**config.mk**
```make
export PLATFORM = sky130hd
export DESIGN_NAME = seq_detect_ctrl
export DESIGN_NICKNAME = d
export VERILOG_FILES = /design/src/rtl/seq_detect_ctrl.sv
export SDC_FILE = /design/constraint.sdc
export NUM_CORES = 1
export LEC_CHECK = 0
export ABC_CLOCK_PERIOD_IN_PS = 2800
export CAP_MARGIN = 20
export CORE_AREA = 2 2 107 109
export DETAILED_ROUTE_END_ITERATION = 8
export DIE_AREA = 0 0 109 111
export HOLD_SLACK_MARGIN = 0.15
export PLACE_DENSITY = 0.48
export SKIP_CTS_REPAIR_TIMING = 1
export SYNTH_ARGS = -nofsm -noshare
export SYNTH_HDL_FRONTEND = slang
export SYNTH_SLANG_ARGS = --single-unit
```
**constraint.sdc**
```tcl
create_clock -name clk_i -period 2.8 [get_ports clk_i]
set_input_delay 0.56 -clock clk_i [delete_from_list [all_inputs] [get_ports clk_i]]
set_output_delay 0.56 -clock clk_i [all_outputs]
set_load 0.02 [all_outputs]
```
**src/rtl/seq_detect_ctrl.sv**
```systemverilog
// Run controller for a programmable symbol-sequence detector with hit counting.
// Optional idle timeout in SCAN is enabled by defining SEQ_CTRL_TIMEOUT_EN.
//
// state | meaning
// IDLE  | waiting for start; pattern writable; results held
// SCAN  | accepting symbols and tracking the matched prefix
// DONE  | one-cycle end-of-run pulse, then back to IDLE
module seq_detect_ctrl #(
    parameter int SYM_W   = 3,
    parameter int PAT_LEN = 8,
    parameter int IDX_W   = 3,
    parameter int CNT_W   = 8,
    parameter int TIMEOUT = 16
) (
    input  logic             clk_i,
    input  logic             rst_ni,
    input  logic             cfg_we_i,
    input  logic [IDX_W-1:0] cfg_addr_i,
    input  logic [SYM_W-1:0] cfg_wdata_i,
    input  logic             start_i,
    input  logic             abort_i,
    input  logic [CNT_W-1:0] hit_target_i,
    input  logic             in_valid_i,
    input  logic [SYM_W-1:0] in_data_i,
    output logic             in_ready_o,
    output logic             busy_o,
    output logic [IDX_W-1:0] match_idx_o,
    output logic             sequence_found_o,
    output logic [CNT_W-1:0] hit_count_o,
    output logic             done_o,
    output logic             timed_out_o
);

    if (PAT_LEN < 2 || (PAT_LEN & (PAT_LEN - 1)) != 0 || (1 << IDX_W) != PAT_LEN || TIMEOUT < 1)
    begin : g_bad_param
        $error("seq_detect_ctrl: inconsistent PAT_LEN/IDX_W/TIMEOUT");
    end

    typedef enum logic [1:0] {S_IDLE, S_SCAN, S_DONE} state_t;

    state_t           state_q, state_d;
    logic [SYM_W-1:0] pat_q [PAT_LEN];
    logic [IDX_W-1:0] match_idx_q, match_idx_d;
    logic [CNT_W-1:0] hit_count_q, hit_count_d;
    logic [CNT_W-1:0] target_q, target_d;
    logic             found_q, found_d;
    logic             accept;
    logic [CNT_W-1:0] cnt_inc;

    assign in_ready_o = (state_q == S_SCAN) && !abort_i;
    assign accept     = in_valid_i && in_ready_o;
    assign cnt_inc    = (hit_count_q == '1) ? hit_count_q : hit_count_q + CNT_W'(1);

`ifdef SEQ_CTRL_TIMEOUT_EN
    localparam int IDLE_W = $clog2(TIMEOUT + 1);
    logic [IDLE_W-1:0] idle_q, idle_d;
    logic              timed_out_q, timed_out_d;
    assign timed_out_o = timed_out_q;
`else
    assign timed_out_o = 1'b0;
`endif

    // Pattern is frozen for the whole run; a write alongside start lands first.
    always_ff @(posedge clk_i or negedge rst_ni) begin
        if (!rst_ni) begin
            for (int i = 0; i < PAT_LEN; i++) pat_q[i] <= '0;
        end else if (cfg_we_i && state_q == S_IDLE) begin
            pat_q[cfg_addr_i] <= cfg_wdata_i;
        end
    end

    always_ff @(posedge clk_i or negedge rst_ni) begin
        if (!rst_ni) begin
            state_q     <= S_IDLE;
            match_idx_q <= '0;
            hit_count_q <= '0;
            target_q    <= '0;
            found_q     <= 1'b0;
`ifdef SEQ_CTRL_TIMEOUT_EN
            idle_q      <= '0;
            timed_out_q <= 1'b0;
`endif
        end else begin
            state_q     <= state_d;
            match_idx_q <= match_idx_d;
            hit_count_q <= hit_count_d;
            target_q    <= target_d;
            found_q     <= found_d;
`ifdef SEQ_CTRL_TIMEOUT_EN
            idle_q      <= idle_d;
            timed_out_q <= timed_out_d;
`endif
        end
    end

    always_comb begin
        state_d     = state_q;
        match_idx_d = match_idx_q;
        hit_count_d = hit_count_q;
        target_d    = target_q;
        found_d     = 1'b0;
`ifdef SEQ_CTRL_TIMEOUT_EN
        idle_d      = idle_q;
        timed_out_d = timed_out_q;
`endif
        case (state_q)
            S_IDLE: begin
                if (start_i) begin
                    state_d     = S_SCAN;
                    match_idx_d = '0;
                    hit_count_d = '0;
                    target_d    = hit_target_i;
`ifdef SEQ_CTRL_TIMEOUT_EN
                    idle_d      = '0;
                    timed_out_d = 1'b0;
`endif
                end
            end
            S_SCAN: begin
                if (abort_i) begin
                    state_d = S_DONE;
                end else if (accept) begin
`ifdef SEQ_CTRL_TIMEOUT_EN
                    idle_d = '0;
`endif
                    if (in_data_i == pat_q[match_idx_q]) begin
                        if (match_idx_q == IDX_W'(PAT_LEN - 1)) begin
                            // Non-overlapping: restart from index 0 after a hit.
                            match_idx_d = '0;
                            hit_count_d = cnt_inc;
                            found_d     = 1'b1;
                            if (target_q != '0 && cnt_inc == target_q) state_d = S_DONE;
                        end else begin
                            match_idx_d = match_idx_q + IDX_W'(1);
                        end
                    end else begin
                        match_idx_d = (in_data_i == pat_q[0]) ? IDX_W'(1) : '0;
                    end
                end else begin
`ifdef SEQ_CTRL_TIMEOUT_EN
                    idle_d = idle_q + IDLE_W'(1);
                    if (idle_q == IDLE_W'(TIMEOUT - 1)) begin
                        state_d     = S_DONE;
                        timed_out_d = 1'b1;
                    end
`endif
                end
            end
            S_DONE:  state_d = S_IDLE;
            default: state_d = S_IDLE;
        endcase
    end

    assign busy_o           = (state_q != S_IDLE);
    assign done_o           = (state_q == S_DONE);
    assign match_idx_o      = match_idx_q;
    assign hit_count_o      = hit_count_q;
    assign sequence_found_o = found_q;

endmodule

```
==> results.json <==
{
  "synth-seq-area-share_pct": 43.0,
  "critPathTopFamily": "simple AND/OR/NAND/NOR gates",
  "setup_viol": 0,
  "synth.distinct_cells": 53,
  "status": "completed",
  "p_leak_uw": 0.00132,
  "hold_path_class": "in -> async",
  "yosysTopAreaCell": "dfrtp_1",
  "fmax_mhz": 384,
  "gr-usage-all-layers_pct": 11.7,
  "peakVddDrop_v": 0.000247,
  "syn_inst": 238,
  "grt_pass1_vias": 2134,
  "cp_data_arrival_time_ns": 2.82,
  "fill_cells": 1143,
  "antenna_found_initial": 0,
  "ys_warn_count": 0,
  "worstPathCellList": "mux4_1 -> xor2_2 -> nand4_4 -> or4_1 -> nand3_1",
  "synth_area_sq_mm": 0.00268,
  "vias": 2038,
  "pwr-share-comb_pct": 29.7,
  "clk_path_buf_depth": 2,
  "finalHoldViolCount": 0,
  "multi_input_area_sq_mm": 0.00144,
  "post-place-cells": 417,
  "portBuffers": 37,
  "internal_power_uw": 1640,
  "grt_max_degree": 30,
  "hpwlAfterDp_um": 5210,
  "final_cells": 425,
  "start_util_pct": 24.2,
  "grt_pass1_wl_um": 11200,
  "placementRows": 39,
  "maxCapViolCount": 0,
  "fin_crit_sh_pct": 93.0,
  "setup_tns_ns": 0,
  "crit_buf_inv": 0,
  "die_h_um": 111,
  "antenna_left": 0,
  "holdWs_ns": 0.322,
  "slowest_stage": "dfrtp_1",
  "place.gp.congestion": 0.854,
  "synth_most_common_cell": "dfrtp_1",
  "slowest_delay_ns": 0.71,
  "synth_seq_cells": 46,
  "drc": 0,
  "seq_area_sq_mm": 0.00115,
  "maxSlewViolCount": 0,
  "cts_sinks": 46,
  "areaGrowthSynthToFinish_pct": 26.2,
  "root_buffer": "clkbuf_16",
  "p_sw_uw": 739,
  "pre_cts_ws_ns": 0.209,
  "wl_per_cell_um": 15.6,
  "switching_share_pct": 31.1,
  "dieWidth_um": 109,
  "worst_slew_pin_slew_ns": 0.700,
  "finalClockSkew_ns": 0.00578,
  "routed_wl_um": 6640,
  "synth_top_area_share_pct": 43.0,
  "n_antenna_cell": 0,
  "cts_tree": "done",
  "cp_max_fo": 14,
  "cts.reportedPaths.clkPinSlew_ns": 0.06,
  "grt_setup_unrepaired": "false",
  "synth_fp_nets": 264,
  "async_reset_ff_share_pct": 100,
  "cts_buffers": 5,
  "via_per_inst": 4.80,
  "dr.pass1.iters": 4,
  "end_kind": "flop",
  "p_per_area_mw_per_mm2": 704,
  "synth_edf_count": 0,
  "dieArea_sq_mm": 0.0121,
  "worstPathRequired_ns": 3.01,
  "first_iter_violations": 68,
  "layout-drive-gt1-share_pct": 21.6,
  "setup_ws_ns": 0.195,
  "final_util_pct": 30.5,
  "htreeDepth": 2,
  "syn_avg_cell_area_sq_um": 11.3,
  "core_sq_mm": 0.0111,
  "clock_power_share_pct": 25.0,
  "synth_top_flop_cell": "dfrtp_1",
  "clk_latency_ns": 0.28,
  "pwr-share-seq_pct": 45.3,
  "num-nets-final": 307,
  "synth_commonest_cells": "dfrtp_1 (46), mux2_2 (32), nand2_1 (20)",
  "slew_headroom_pct": 53.3,
  "grt_overflow": 0,
  "crit_type": "reg -> reg",
  "start_kind": "flop",
  "netlist_top_cells_area": "dfrtp_1 (43%), mux2_2 (13%), mux2i_1 (4.9%), nand2_1 (2.8%), nand3_1 (2.1%)",
  "boundaryPins": 39,
  "fin_crit_ns": 2.61
}
metrics by stage:
stage	total power (uW)	cell area [sq um]
2_1_floorplan	1570	2680
3_3_place_gp	1790	3230
3_5_place_dp	1810	3230
4_1_cts	2420	3380
5_1_grt	2540	3380
6_report	2380	3380
cells in the final DEF (no fill, tap or decap), types with 6 or more instances in the layout:
cell type         n
nor2b_1           6
buf_4            11
mux2_2           32
dfrtp_1          46
nand2_1          20
nor2_1            7
and3_1            6
mux2i_1          13
nand3_1          11
clkdlybuf4s50_1  36
worst register-to-register path: stages, from the launching register on:
cell and delay [ns]:
dfrtp_1 0.71, mux4_1 0.69, xor2_2 0.24, nand4_4 0.24, or4_1 0.56, nand3_1 0.10
path summary, 6_finish.rpt:
path                                       startpoint                         end  slack (ns)  depth (start not counted)
setup / recovery           match_idx_o[0]$_DFFE_PN0P_  hit_count_o[1]$_DFFE_PN0P_        0.19                          5
hold / removal                                 rst_ni        pat_q[5]$_DFFE_PN0P_        0.32                          1
setup reg to reg           match_idx_o[0]$_DFFE_PN0P_  hit_count_o[1]$_DFFE_PN0P_        0.19                          5
hold reg to reg                 pat_q[16]$_DFFE_PN0P_       pat_q[16]$_DFFE_PN0P_        0.51                          1
max in group asynchronous                      rst_ni  match_idx_o[1]$_DFFE_PN0P_        1.86                          2
min in group clk_i              pat_q[16]$_DFFE_PN0P_       pat_q[16]$_DFFE_PN0P_        0.51                          1
logic make-up after synthesis:
family / Yosys count / share of synthesized area, %
adders and majority gates: 3 / 1.40
AOI/OAI and AO/OA: 32 / 9.44
buffers and inverters: 15 / 3.18
DFF: 46 / 43.0
xor gates and xnor gates: 13 / 5.09
muxes: 48 / 21.0
other: 1 / 0.140
and+or+nand+nor: 80 / 16.8
registers in the layout (all words and copies together) (netlist names):
| name | flops |
|---|---|
| hit_count_o | 8 |
| pat_q | 24 |
| state_q | 2 |
| sequence_found_o | 1 |
| match_idx_o | 3 |
| target_q | 8 |
layout make-up:
class / count / share of cell area [%]
timing repair buffer: 48 / 13.3
sequential: 46 / 34.1
clock inverter: 1 / 0.148
multi-input combinational: 177 / 42.7
tap: 143 / 5.30
clock buffer: 7 / 4.22
inverter: 3 / 0.333
power by group through the flow:
stage	Combinational, uW	Sequential [uW]	Clock, uW
2_1_floorplan	562	1010	0
4_1_cts	717	1080	622
3_3_place_gp	696	1100	0
3_5_place_dp	715	1090	0
6_report	706	1080	594
5_1_grt	783	1110	647
metal layers:
layer	vias up	global-route usage, %	part of all wire [%]
li1	979	-	-
met1	1009	15.4	47
met2	43	19.5	49
met3	7	2.53	3.3
met4	0	2.74	1.1
met5	-	0	0
(Power assumes the default switching activity.)
